`src/rtl/cdb_arbiter.sv`:
```
// -----------------------------------------------------------------------------
// cdb_arbiter
//
// Purpose:
//   Schedules the common data bus among the four execution-unit result
//   sources (0=ALU, 1=MUL, 2=DIV, 3=LSU). At most one pending result is
//   granted per cycle, using a rotating-priority search, and the granted
//   result is driven onto the CDB through an output register (latency 1).
//
// Parameters:
//   TAG_W   result tag width (64-entry tag FIFO -> 6)
//   DATA_W  result data width
//
// Ports:
//   clk, rst                       clock, synchronous active-high reset
//   <src>_req/_tag/_data           pending result from each source
//   alu_branch/_branch_taken       ALU result resolves a branch (taken)
//   alu_jalr, alu_store_pc         ALU result is a JALR target / needs PC+4
//   <src>_grant                    combinational grant, one-hot or zero
//   cdb_valid/_tag/_data           registered CDB beat
//   cdb_branch/_branch_taken/_jalr/_store_pc  registered ALU flags
//
// Optional feature:
//   CDB_ARB_BRANCH_PRIO_EN  when defined, an ALU request carrying
//   alu_branch or alu_jalr is granted ahead of the rotating search.
//
// Handshake: a source raises <src>_req with stable tag/data/flags and holds
// them until the cycle its <src>_grant is high; that cycle is the transfer.
// The beat appears on the CDB one cycle later. In the cycle after its grant
// a source may present its next result with req still high.
// -----------------------------------------------------------------------------
module cdb_arbiter #(
   parameter int TAG_W  = 6,
   parameter int DATA_W = 32
) (
   input  logic              clk,
   input  logic              rst,
   input  logic              alu_req,
   input  logic              mul_req,
   input  logic              div_req,
   input  logic              lsu_req,
   input  logic [TAG_W-1:0]  alu_tag,
   input  logic [TAG_W-1:0]  mul_tag,
   input  logic [TAG_W-1:0]  div_tag,
   input  logic [TAG_W-1:0]  lsu_tag,
   input  logic [DATA_W-1:0] alu_data,
   input  logic [DATA_W-1:0] mul_data,
   input  logic [DATA_W-1:0] div_data,
   input  logic [DATA_W-1:0] lsu_data,
   input  logic              alu_branch,
   input  logic              alu_branch_taken,
   input  logic              alu_jalr,
   input  logic              alu_store_pc,
   output logic              alu_grant,
   output logic              mul_grant,
   output logic              div_grant,
   output logic              lsu_grant,
   output logic              cdb_valid,
   output logic [TAG_W-1:0]  cdb_tag,
   output logic [DATA_W-1:0] cdb_data,
   output logic              cdb_branch,
   output logic              cdb_branch_taken,
   output logic              cdb_jalr,
   output logic              cdb_store_pc
);

   logic [1:0]        ptr;
   logic [3:0]        req_vec;
   logic [3:0]        grant_vec;
   logic [1:0]        gnt_idx;
   logic              gnt_any;
   logic [1:0]        scan_idx;
   logic [TAG_W-1:0]  sel_tag;
   logic [DATA_W-1:0] sel_data;

   assign req_vec = {lsu_req, div_req, mul_req, alu_req};

   // Rotating search starting at ptr; the first requester found wins.
   always_comb begin
      grant_vec = '0;
      gnt_idx   = '0;
      gnt_any   = 1'b0;
      scan_idx  = '0;
      for (int k = 0; k < 4; k++) begin
         scan_idx = ptr + 2'(k);
         if (!gnt_any && req_vec[scan_idx]) begin
            gnt_any = 1'b1;
            gnt_idx = scan_idx;
         end
      end
`ifdef CDB_ARB_BRANCH_PRIO_EN
      // Dispatch is stalled on a branch/JALR resolution, so it jumps the queue.
      if (alu_req && (alu_branch || alu_jalr)) begin
         gnt_any = 1'b1;
         gnt_idx = 2'd0;
      end
`endif
      // No grant while in reset: the request stays pending and is not lost.
      if (rst) begin
         gnt_any = 1'b0;
      end
      if (gnt_any) begin
         grant_vec[gnt_idx] = 1'b1;
      end
   end

   assign alu_grant = grant_vec[0];
   assign mul_grant = grant_vec[1];
   assign div_grant = grant_vec[2];
   assign lsu_grant = grant_vec[3];

   always_comb begin
      sel_tag  = alu_tag;
      sel_data = alu_data;
      case (gnt_idx)
         2'd1: begin
            sel_tag  = mul_tag;
            sel_data = mul_data;
         end
         2'd2: begin
            sel_tag  = div_tag;
            sel_data = div_data;
         end
         2'd3: begin
            sel_tag  = lsu_tag;
            sel_data = lsu_data;
         end
         default: begin
            sel_tag  = alu_tag;
            sel_data = alu_data;
         end
      endcase
   end

   always_ff @(posedge clk) begin
      if (rst) begin
         ptr              <= 2'd0;
         cdb_valid        <= 1'b0;
         cdb_tag          <= '0;
         cdb_data         <= '0;
         cdb_branch       <= 1'b0;
         cdb_branch_taken <= 1'b0;
         cdb_jalr         <= 1'b0;
         cdb_store_pc     <= 1'b0;
      end else if (gnt_any) begin
         ptr       <= gnt_idx + 2'd1;
         cdb_valid <= 1'b1;
         cdb_tag   <= sel_tag;
         cdb_data  <= sel_data;
         if (gnt_idx == 2'd0) begin
            cdb_branch       <= alu_branch;
            // Taken is only meaningful on a branch result.
            cdb_branch_taken <= alu_branch & alu_branch_taken;
            cdb_jalr         <= alu_jalr;
            cdb_store_pc     <= alu_store_pc;
         end else begin
            cdb_branch       <= 1'b0;
            cdb_branch_taken <= 1'b0;
            cdb_jalr         <= 1'b0;
            cdb_store_pc     <= 1'b0;
         end
      end else begin
         // Flags are consumed ungated downstream, so they must drop with valid.
         // Tag and data hold.
         cdb_valid        <= 1'b0;
         cdb_branch       <= 1'b0;
         cdb_branch_taken <= 1'b0;
         cdb_jalr         <= 1'b0;
         cdb_store_pc     <= 1'b0;
      end
   end

endmodule
```
`config.mk`:
```
export PLATFORM = sky130hd
export DESIGN_NAME = cdb_arbiter
export DESIGN_NICKNAME = d
export VERILOG_FILES = /design/src/rtl/cdb_arbiter.sv
export SDC_FILE = /design/constraint.sdc
export NUM_CORES = 1
export LEC_CHECK = 0
export ABC_AREA = 1
export BUFFER_PORTS_ARGS = -buffer_cell sky130_fd_sc_hd__buf_4
export CAP_MARGIN = 30
export CORE_ASPECT_RATIO = 1.1
export CORE_MARGIN = 5
export CORE_UTILIZATION = 37
export DETAILED_ROUTE_END_ITERATION = 8
export PLACE_DENSITY = 0.77
export SYNTH_ARGS = -nofsm -noshare
export SYNTH_HDL_FRONTEND = slang
export SYNTH_SLANG_ARGS = --single-unit
export TNS_END_PERCENT = 1
```
`constraint.sdc`:
```
create_clock -name clk -period 2.8 [get_ports clk]
set_input_delay 0.56 -clock clk [delete_from_list [all_inputs] [get_ports clk]]
set_output_delay 0.56 -clock clk [all_outputs]
set_load 0.01 [all_outputs]
```
==> flow_metrics.tcl, run 1 <==
set metrics [dict create \
    postRouteAntennaNets 0 \
    r2r-end "cdb_tag[5]" \
    setup_tns_ns 0 \
    start_kind "flop" \
    clock_sinks 45 \
    core_area_mm2 0.00751 \
    setup-violations-final 0 \
    crit_cells 14 \
    diodes 0 \
    via_per_inst 5.02 \
    finalPower_w 0.00618 \
    rr_worst_depth 16 \
    synth_compound_area_frac 0.151 \
    grt_use_total 0.231 \
    instances_no_fill 776 \
    cts_tree "built" \
    final_common_cell "buf_4" \
    avgSynthCellArea_um2 6.00 \
    syn-instance-count 477 \
    drive_above_1_share 0.367 \
    final_max_slew_viol_count 0 \
    antenna_found_initial 0 \
    synthTopCellsByArea "dfxtp_1, nand2_1, a31oi_1, nand3_1, a21oi_1" \
    cts_buffers 5 \
    period_share 0.951 \
    fin_crit_ns 2.66 \
    synth-xor-area-share 0 \
    layout.nets 837 \
    status "complete, no violations" \
    holdPathStages 2 \
    yosys.area.top_type_share 0.315 \
    cp_max_fo 8 \
    drcViolationCount 0 \
    die_x_um 93.8 \
    crit_top_cell "nand2_1" \
    ys_seq_area_frac 0.315 \
    worstPathArrival_ns 2.10 \
    grt_max_degree 40 \
    dr.first_iter.drc_count 157 \
    critPathSlowestCell "dfxtp_4" \
    clk_latency_ns 0.30 \
    grt_pass1_vias 3873 \
    grt_remaining_overflow 0 \
    synth-simple-area-share 0.421 \
    cpLargestDelayFamily "simple AND/OR/NAND/NOR gates" \
    max_cap_viol_count 0 \
    cp_num_buf_inv 4 \
    tightestPinTransition_ns 0.659 \
    path_class "reg -> out" \
    ioPinCount 209 \
    endpoint_kind "output pin" \
    clkTransAtPathRegs_ns 0.09 \
    clockRootBuffer "clkbuf_8" \
    ys_types 21 \
    num_vias 3896 \
    portBuffers 208 \
    start_util 0.381 \
    syn-num-nets 644 \
    clk_path_buf_depth 2 \
    synth_top_family_by_area "simple AND/OR/NAND/NOR gates" \
    wl_per_cell_um 14.6 \
    row_count 33 \
    first_pass_iters 4 \
    rrSetupSlack_ns 0.31 \
    worst_r2r_startpoint "ptr[0]" \
    dp.cells 765 \
    synth_mux_area_frac 0 \
    grt_pass1_wl_um 17900 \
    dp_hpwl_um 8370 \
    wl_um 11300 \
    ys_warn_count 0 \
    yosys.area_share.adder 0.0219 \
    leakage_nw 2.43 \
    cp_slowest_stage_delay_ns 0.39 \
    timing.fmax_mhz 376 \
    vdd.ir_drop.worst_v 0.00112 \
    hp-start "cdb_tag[5]" \
    path_cells "buf_4 > nand2_1 > nand2_1 > nand2_1 > nand2_2 > nor2_4 > nand3_2 > nand3_1 > nand2_2 > inv_1 > ha_1 > inv_1 > nor2_2 > buf_4" \
    required_ns 2.24 \
    syn_area_mm2 0.00286 \
    place.gp.congestion 0.933 \
    hold_path.class "reg -> reg" \
    yosys.area.top_type "dfxtp_1" \
    rsz0062_at_grt "yes" \
    die_h_um 102 \
    whs_endpoint "cdb_tag[5]" \
    power_density_mw_per_mm2 1330 \
    synth_seq_cells 45 \
    hold_viol 0 \
    dieArea_mm2 0.00959 \
    area_growth_pct 62.3 \
    mostFrequentLayoutCells "buf_4, nand2_1, nor2_1" \
    ctsHtreeMaxLevel 2 \
    fin_skew_ns 0.00408 \
    slew_headroom 0.560 \
]
[area by class of cell]
class	count	area (um^2)
fillers	754	2870
well taps	105	131
clock inverters	2	38.8
inverters	23	88.8
flip-flops and latches	45	908
clock buffers	6	72.6
multi-input cells	376	1730
repair buffers	219	1670
[tightest hold or removal path, stage by stage (launching register included)]
cell	delay, ns
dfxtp_1	0.32
nand3_1	0.07
nand2_1	0.05
[state kept, by name (all words and copies together) (netlist names)]
name	cells
cdb_branch	1
cdb_branch_taken	1
cdb_data	32
cdb_jalr	1
cdb_store_pc	1
cdb_tag	6
cdb_valid	1
ptr	2
[layer usage]
| layer | GRT usage | routed length (um) | up-vias |
|---|---|---|---|
| met2 | 0.439 | 6110 | 173 |
| met4 | 0.0744 | 248 | 0 |
| met3 | 0.0515 | 930 | 16 |
| met1 | 0.252 | 4060 | 1770 |
| met5 | 0 | 0 | - |
| li1 | - | - | 1937 |
[kinds of logic (layout without fill, tap and decap cells)]
group / after synthesis / count (layout)
AOI/OAI and AO/OA: 77 / 77
buffers and inverters: 56 / 250
DFF: 45 / 45
and+or+nand+nor: 294 / 294
adders and majority gates: 5 / 5
[synthesized netlist by cell type, drive strengths merged]
master,count
nand3b,1
a21oi,38
a31oi,38
dfxtp,45
nand4,1
inv,22
nand3,48
ha,5
buf,13
nor2,48
clkinv,1
o21ai,1
clkbuf,20
nand2,196
[repair_timing]
item | CTS | global route
setup endpoints to repair | 4 | 28
buffers inserted | 0 | 3
resized for setup | 2 | 12
pin swaps | 0 | 1
hold buffers | 0 | 0
[how the worst max path moves through the flow]
| stage | start | slack, ns | to |
|---|---|---|---|
| 3_3_place_gp | lsu_req | 0.20 | cdb_data[4] |
| 5_1_grt | ptr[0] | -0.03 | div_grant |
| 3_5_place_dp | mul_req | 0.06 | cdb_tag[5] |
| 4_1_cts | ptr[1] | 0.03 | mul_grant |
| 6_report | ptr[0] | 0.14 | lsu_grant |
| 2_1_floorplan | lsu_req | -0.06 | div_grant |
[power breakdown]
group / leakage, nW / switching (W) / internal, W
combinational: 2.00 / 0.00284 / 0.00179
clock: 0.0554 / 0.000232 / 0.000268
sequential: 0.374 / 0.000139 / 0.000921
[per-stage QoR]
stage / area (um^2) / util / hold slack, ns / setup slack (ns)
finish: 4640 / 0.618 / 0.471 / 0.137
global route: 4640 / 0.618 / 0.476 / -0.0295
CTS: 4580 / 0.610 / 0.468 / 0.0261
detailed placement: 4470 / 0.594 / 0.462 / 0.0634
global placement: 4470 / 0.594 / 0.459 / 0.200
floorplan: 2860 / - / 0.491 / -0.0572
Note: power is estimated with default switching activity, not from simulation.
==> run 2: changes to the inputs <==
- ABC_AREA: 1 -> 0
- CORE_UTILIZATION: 37 -> 35
- PLACE_DENSITY: 0.77 -> 0.76
- SKIP_LAST_GASP: not set -> 1
==> run 2 against run 1 <==
Compared with the run above: clock skew is 0.0014 ns lower; critical path type is now in -> out; die area is 5.0% lower; utilization is 1.2 points lower; highest routed layer unchanged; sequential share of layout area is 1.6 points higher.
==> flow_metrics.tcl, run 2 <==
set metrics [dict create \
    p_seq_frac 0.331 \
    period_share 0.925 \
    ys_warn_count 0 \
    rsz0062_at_grt "no" \
    ys_seq_area_frac 0.353 \
    whs_ns 0.466 \
    dp_hpwl_um 7990 \
    clock_sinks 45 \
    dr.first_iter.drc_count 145 \
    synth.most_common_cell "a21oi_1" \
    crit_top_cell "buf_4" \
    p_comb_frac 0.516 \
    crit_cells 8 \
    ioPinCount 209 \
    ys_async_sr_fraction 0 \
    grt_max_degree 42 \
    critPathSlowestCell "a2111oi_0" \
    syn-instance-count 298 \
    path_cells "buf_4 > nor2b_1 > a2111oi_0 > buf_4 > nor2_1 > ha_1 > and2_1 > buf_4" \
    mostFrequentLayoutCells "buf_4, a21oi_1, dfxtp_1" \
    grt_pass1_wl_um 15700 \
    synth_compound_area_frac 0.416 \
    layout.nets 662 \
    timing.fmax_mhz 386 \
    drive_above_1_share 0.463 \
    routed.top_layer "met4" \
    slew_headroom 0.624 \
    cp_slowest_stage_delay_ns 0.39 \
    drcViolationCount 0 \
    first_pass_iters 4 \
    power_density_mw_per_mm2 605 \
    clockRootBuffer "clkbuf_8" \
    syn-num-nets 465 \
    path_class "in -> out" \
    grt_remaining_overflow 0 \
    synthTopCellsByArea "dfxtp_1, a21oi_1, a22o_1, a22oi_1, nor2b_1" \
    top_register "cdb_data" \
    synth_top_family_by_area "compound AO/OA/AOI/OAI gates" \
    yosys-top-cells-count "a21oi_1, dfxtp_1, nor2b_1" \
    die_x_um 91.4 \
    start_kind "primary input" \
    cts_buffers 5 \
    endpoint_kind "output pin" \
    final_common_cell "buf_4" \
    rr_worst_depth 8 \
    num_vias 3105 \
    top_regs "cdb_data (32), cdb_tag (6), ptr (2)" \
    leakage_nw 2.04 \
    largest_reg_flops 32 \
    met3_length_um 920 \
    status "complete, no violations" \
    met1Wirelength_um 3700 \
    setup_tns_ns 0 \
    postRouteAntennaNets 0 \
    cts_tree "built" \
    fin_skew_ns 0.00267 \
    clkTransAtPathRegs_ns 0.08 \
    pwr-share-clk 0.154 \
    intPower_w 0.00168 \
    postCtsHoldBufs 0 \
    synth_mux_area_frac 0.00392 \
    tightestPinTransition_ns 0.562 \
    row_count 32 \
    p_sw_w 0.000904 \
    p_sw_frac 0.350 \
    dieArea_mm2 0.00911 \
    avgSynthCellArea_um2 8.57 \
    antenna_found_initial 0 \
    diodes 0 \
    ys_types 25 \
    wl_um 10200 \
    place.gp.congestion 0.834 \
    cp_max_fo 5 \
    synth-xor-area-share 0 \
    post_cts_buffers 0 \
    required_ns 2.24 \
    synth_edf_count 0 \
    nFillCells 656 \
    hold_viol 0 \
    grt_use_total 0.211 \
    ys.flop_type "dfxtp_1" \
    yosys.area.top_type "dfxtp_1" \
    final_max_slew_viol_count 0 \
    cp_num_buf_inv 3 \
    vdd.ir_drop.worst_v 0.000274 \
    syn_area_mm2 0.00255 \
    clk_latency_ns 0.29 \
    fin_crit_ns 2.59 \
    clk_path_buf_depth 2 \
    portBuffers 208 \
    worstPathArrival_ns 2.03 \
    routed-wl-met2_um 5430 \
    area_growth_pct 67.0 \
    grt_pass1_vias 3170 \
    core_area_mm2 0.00705 \
    max_cap_viol_count 0 \
    synth_seq_cells 45 \
    setup-violations-final 0 \
    holdPathStages 2 \
    cts_resized 0 \
    start_util 0.362 \
    die_h_um 99.6 \
    hold_path.class "in -> reg" \
    cpLargestDelayFamily "buffers and inverters" \
    wl_per_cell_um 17.5 \
    yosys.area_share.adder 0.0245 \
    fin_util 0.605 \
    via_per_inst 5.35 \
    yosys.area.top_type_share 0.353 \
    synth-simple-area-share 0.136 \
    ctsHtreeMaxLevel 2 \
]
## run 2: cell types whose count changed in the layout (fill, tap and decap cells not counted), moves of 39 or more
cell and change:
a21oi_1 +39, nand2_1 -187, nand3_1 -45, nor2_1 -43, nor2b_1 +39
## run 2: worst paths after layout
check / slack, ns / from / to
setup reg to reg: 0.63 / ptr[1] / cdb_data[12]
hold / removal: 0.47 / rst / ptr[1]
setup / recovery: 0.21 / alu_req / alu_grant
hold reg to reg: 0.49 / cdb_data[26] / cdb_data[26]
## run 2: per-layer routing
layer  vias to the layer above  GRT usage
met3                         9     0.0673
met1                      1458      0.223
met4                         0     0.0474
li1                       1515          -
met5                         -          0
met2                       123      0.402
## run 2: area by class of cell
class	instances	area [um^2]	share of cell area
clock buffer	7	86.3	0.0202
inverter	3	11.3	0.00264
multi-input combinational	221	1490	0.350
sequential	45	901	0.211
tap	85	106	0.0249
timing repair buffer	219	1670	0.391
## run 2: stage by stage
step           instance area (um^2)  setup WS, ns  total power [W]  cells
2_1_floorplan                  2550        0.0307          0.00159    298
3_3_place_gp                   4180         0.236          0.00218    573
3_5_place_dp                   4180         0.213          0.00221    573
4_1_cts                        4270         0.213          0.00261    580
5_1_grt                        4270         0.101          0.00277    580
6_report                       4270         0.211          0.00258    580
## run 2: cell families after synthesis
kind of cell / Yosys count
multiplexers: 1
AND/OR/NAND/NOR: 54
AO/OA/AOI/OAI: 161
flip-flops: 45
adder cells (fa/ha/maj): 5
buffers and inverters: 32
## run 2: power by group through the flow
stage,registers [W],clock network [W],logic [W]
after CTS,0.000853,0.000412,0.00134
after floorplan,0.000921,0,0.000672
after global placement,0.000862,0,0.00132
after global routing,0.000869,0.000438,0.00146
after detailed placement,0.000866,0,0.00134
final,0.000853,0.000396,0.00133
==> run 3: changes to the inputs <==
- GPL_TIMING_DRIVEN: not set -> 0
==> run 3 against run 2 <==
Compared with the run above: critical endpoint is now lsu_grant; largest cell class unchanged; count of clock-buffer cells in the layout stayed put; non-clock buffer count is 16 higher; power is 0.60% higher; clock skew hardly changed; critical path type unchanged; highest routed layer unchanged.
==> flow_metrics.tcl, run 3 (synthesis results as in run 2) <==
set metrics [dict create \
    status "complete, no violations" \
    hold_viol 0 \
    start_kind "primary input" \
    core_area_mm2 0.00705 \
    whs_ns 0.436 \
    clkTransAtPathRegs_ns 0.08 \
    rsz0062_at_grt "yes" \
    fin_util 0.616 \
    clock_sinks 45 \
    clk_latency_ns 0.29 \
    clockRootBuffer "clkbuf_8" \
    grt_pass1_wl_um 16300 \
    row_count 32 \
    top_regs "cdb_data (32), cdb_tag (6), ptr (2)" \
    hold_path.class "in -> reg" \
    postRouteAntennaNets 0 \
    grt_remaining_overflow 0 \
    setup_tns_ns 0 \
    tightestPinTransition_ns 0.548 \
    grt_max_degree 20 \
    dp.cells 591 \
    ioPinCount 209 \
    timing.fmax_mhz 363 \
    cts_buffers 5 \
    cp_max_fo 10 \
    setup-violations-final 0 \
    fin_skew_ns 0.00288 \
    wl_per_cell_um 17.8 \
    slew_headroom 0.635 \
    die_h_um 99.6 \
    dp_slack_ns -0.625 \
    dp_hpwl_um 8630 \
    instances_no_fill 596 \
    power_density_mw_per_mm2 598 \
    post_cts_buffers 0 \
    path_class "in -> out" \
    grt_pass1_vias 3290 \
    drcViolationCount 0 \
    crit_top_cell "buf_4" \
    area_growth_pct 69.9 \
    period_share 0.985 \
    dieArea_mm2 0.00911 \
    portBuffers 208 \
    ctsHtreeMaxLevel 2 \
    nFillCells 668 \
    worst_slack_ns 0.0429 \
    dr.first_iter.drc_count 82 \
    place.gp.congestion 0.817 \
    largest_reg_flops 32 \
    top_register "cdb_data" \
    die_x_um 91.4 \
    postCtsHoldBufs 0 \
    max_cap_viol_count 0 \
    clk_path_buf_depth 2 \
    antenna_found_initial 0 \
    final_common_cell "buf_4" \
    diodes 0 \
    endpoint_kind "output pin" \
    start_util 0.362 \
    cp_num_buf_inv 4 \
    first_pass_iters 5 \
    final_max_slew_viol_count 0 \
    cpLargestDelayFamily "simple AND/OR/NAND/NOR gates" \
    cp_slowest_stage_delay_ns 0.32 \
    num_vias 3193 \
    leakage_nw 2.07 \
    grt_use_total 0.219 \
    wl_um 10600 \
    required_ns 2.24 \
    layout.nets 678 \
    path_cells "buf_4 > nor2b_1 > a2111oi_4 > or2_2 > ha_1 > buf_6 > buf_4 > and2_1 > buf_4" \
    critPathSlowestCell "or2_2" \
    fin_crit_ns 2.76 \
    mostFrequentLayoutCells "buf_4, a21oi_1, dfxtp_1" \
    via_per_inst 5.36 \
    cts_tree "built" \
    worstPathArrival_ns 2.20 \
    vdd.ir_drop.worst_v 0.000309 \
    drive_above_1_share 0.458 \
]
## run 3: worst paths after layout
check	startpoint	to	slack [ns]	depth (start not counted)
worst max-delay path	alu_req	lsu_grant	0.04	9
worst min-delay path	rst	ptr[1]	0.44	2
worst max register to register	ptr[1]	cdb_data[25]	0.29	9
worst min register to register	cdb_tag[5]	cdb_tag[5]	0.48	1
## run 3: cell type report
class / instances / area (um^2) / area share
Clock buffer: 7 / 86.3 / 0.0199
Tap cell: 85 / 106 / 0.0245
Inverter: 3 / 11.3 / 0.00260
Multi-Input combinational cell: 221 / 1510 / 0.347
Timing Repair Buffer: 208 / 1560 / 0.360
Sequential cell: 45 / 902 / 0.208
Buffer: 27 / 165 / 0.0381
## run 3: per-stage QoR
stage | power (W) | area [um^2]
after global placement | 0.00217 | 4220
after floorplan | 0.00159 | 2550
final | 0.00260 | 4340
after global routing | 0.00278 | 4340
after detailed placement | 0.00220 | 4220
after CTS | 0.00260 | 4310
## run 3: what timing repair did
item / 4_1_cts / 5_1_grt
setup endpoints to repair: 4 / 29
pin swaps: 0 / 0
resized for setup: 3 / 11
## run 3: worst reg2reg max path: stages (launching register included)
cell and delay (ns):
dfxtp_2 0.39, a21oi_1 0.09, o21a_1 0.19, o21ai_1 0.25
ha_1 0.31, clkbuf_1 0.37, clkbuf_1 0.44, a21oi_1 0.08
a21oi_1 0.20, a22o_1 0.15
## run 3: power by group
group / switching (W) / internal, W
sequential: 0.0000753 / 0.000780
clock: 0.000208 / 0.000196
combinational: 0.000650 / 0.000685
## run 3: layer usage
metal,wire [um],vias up,part of all wire,GRT usage
li1,-,1549,-,-
met1,4080,1488,0.38,0.247
met2,5530,144,0.52,0.406
met3,901,12,0.085,0.0688
met4,131,0,0.012,0.0418
met5,0,-,0,0
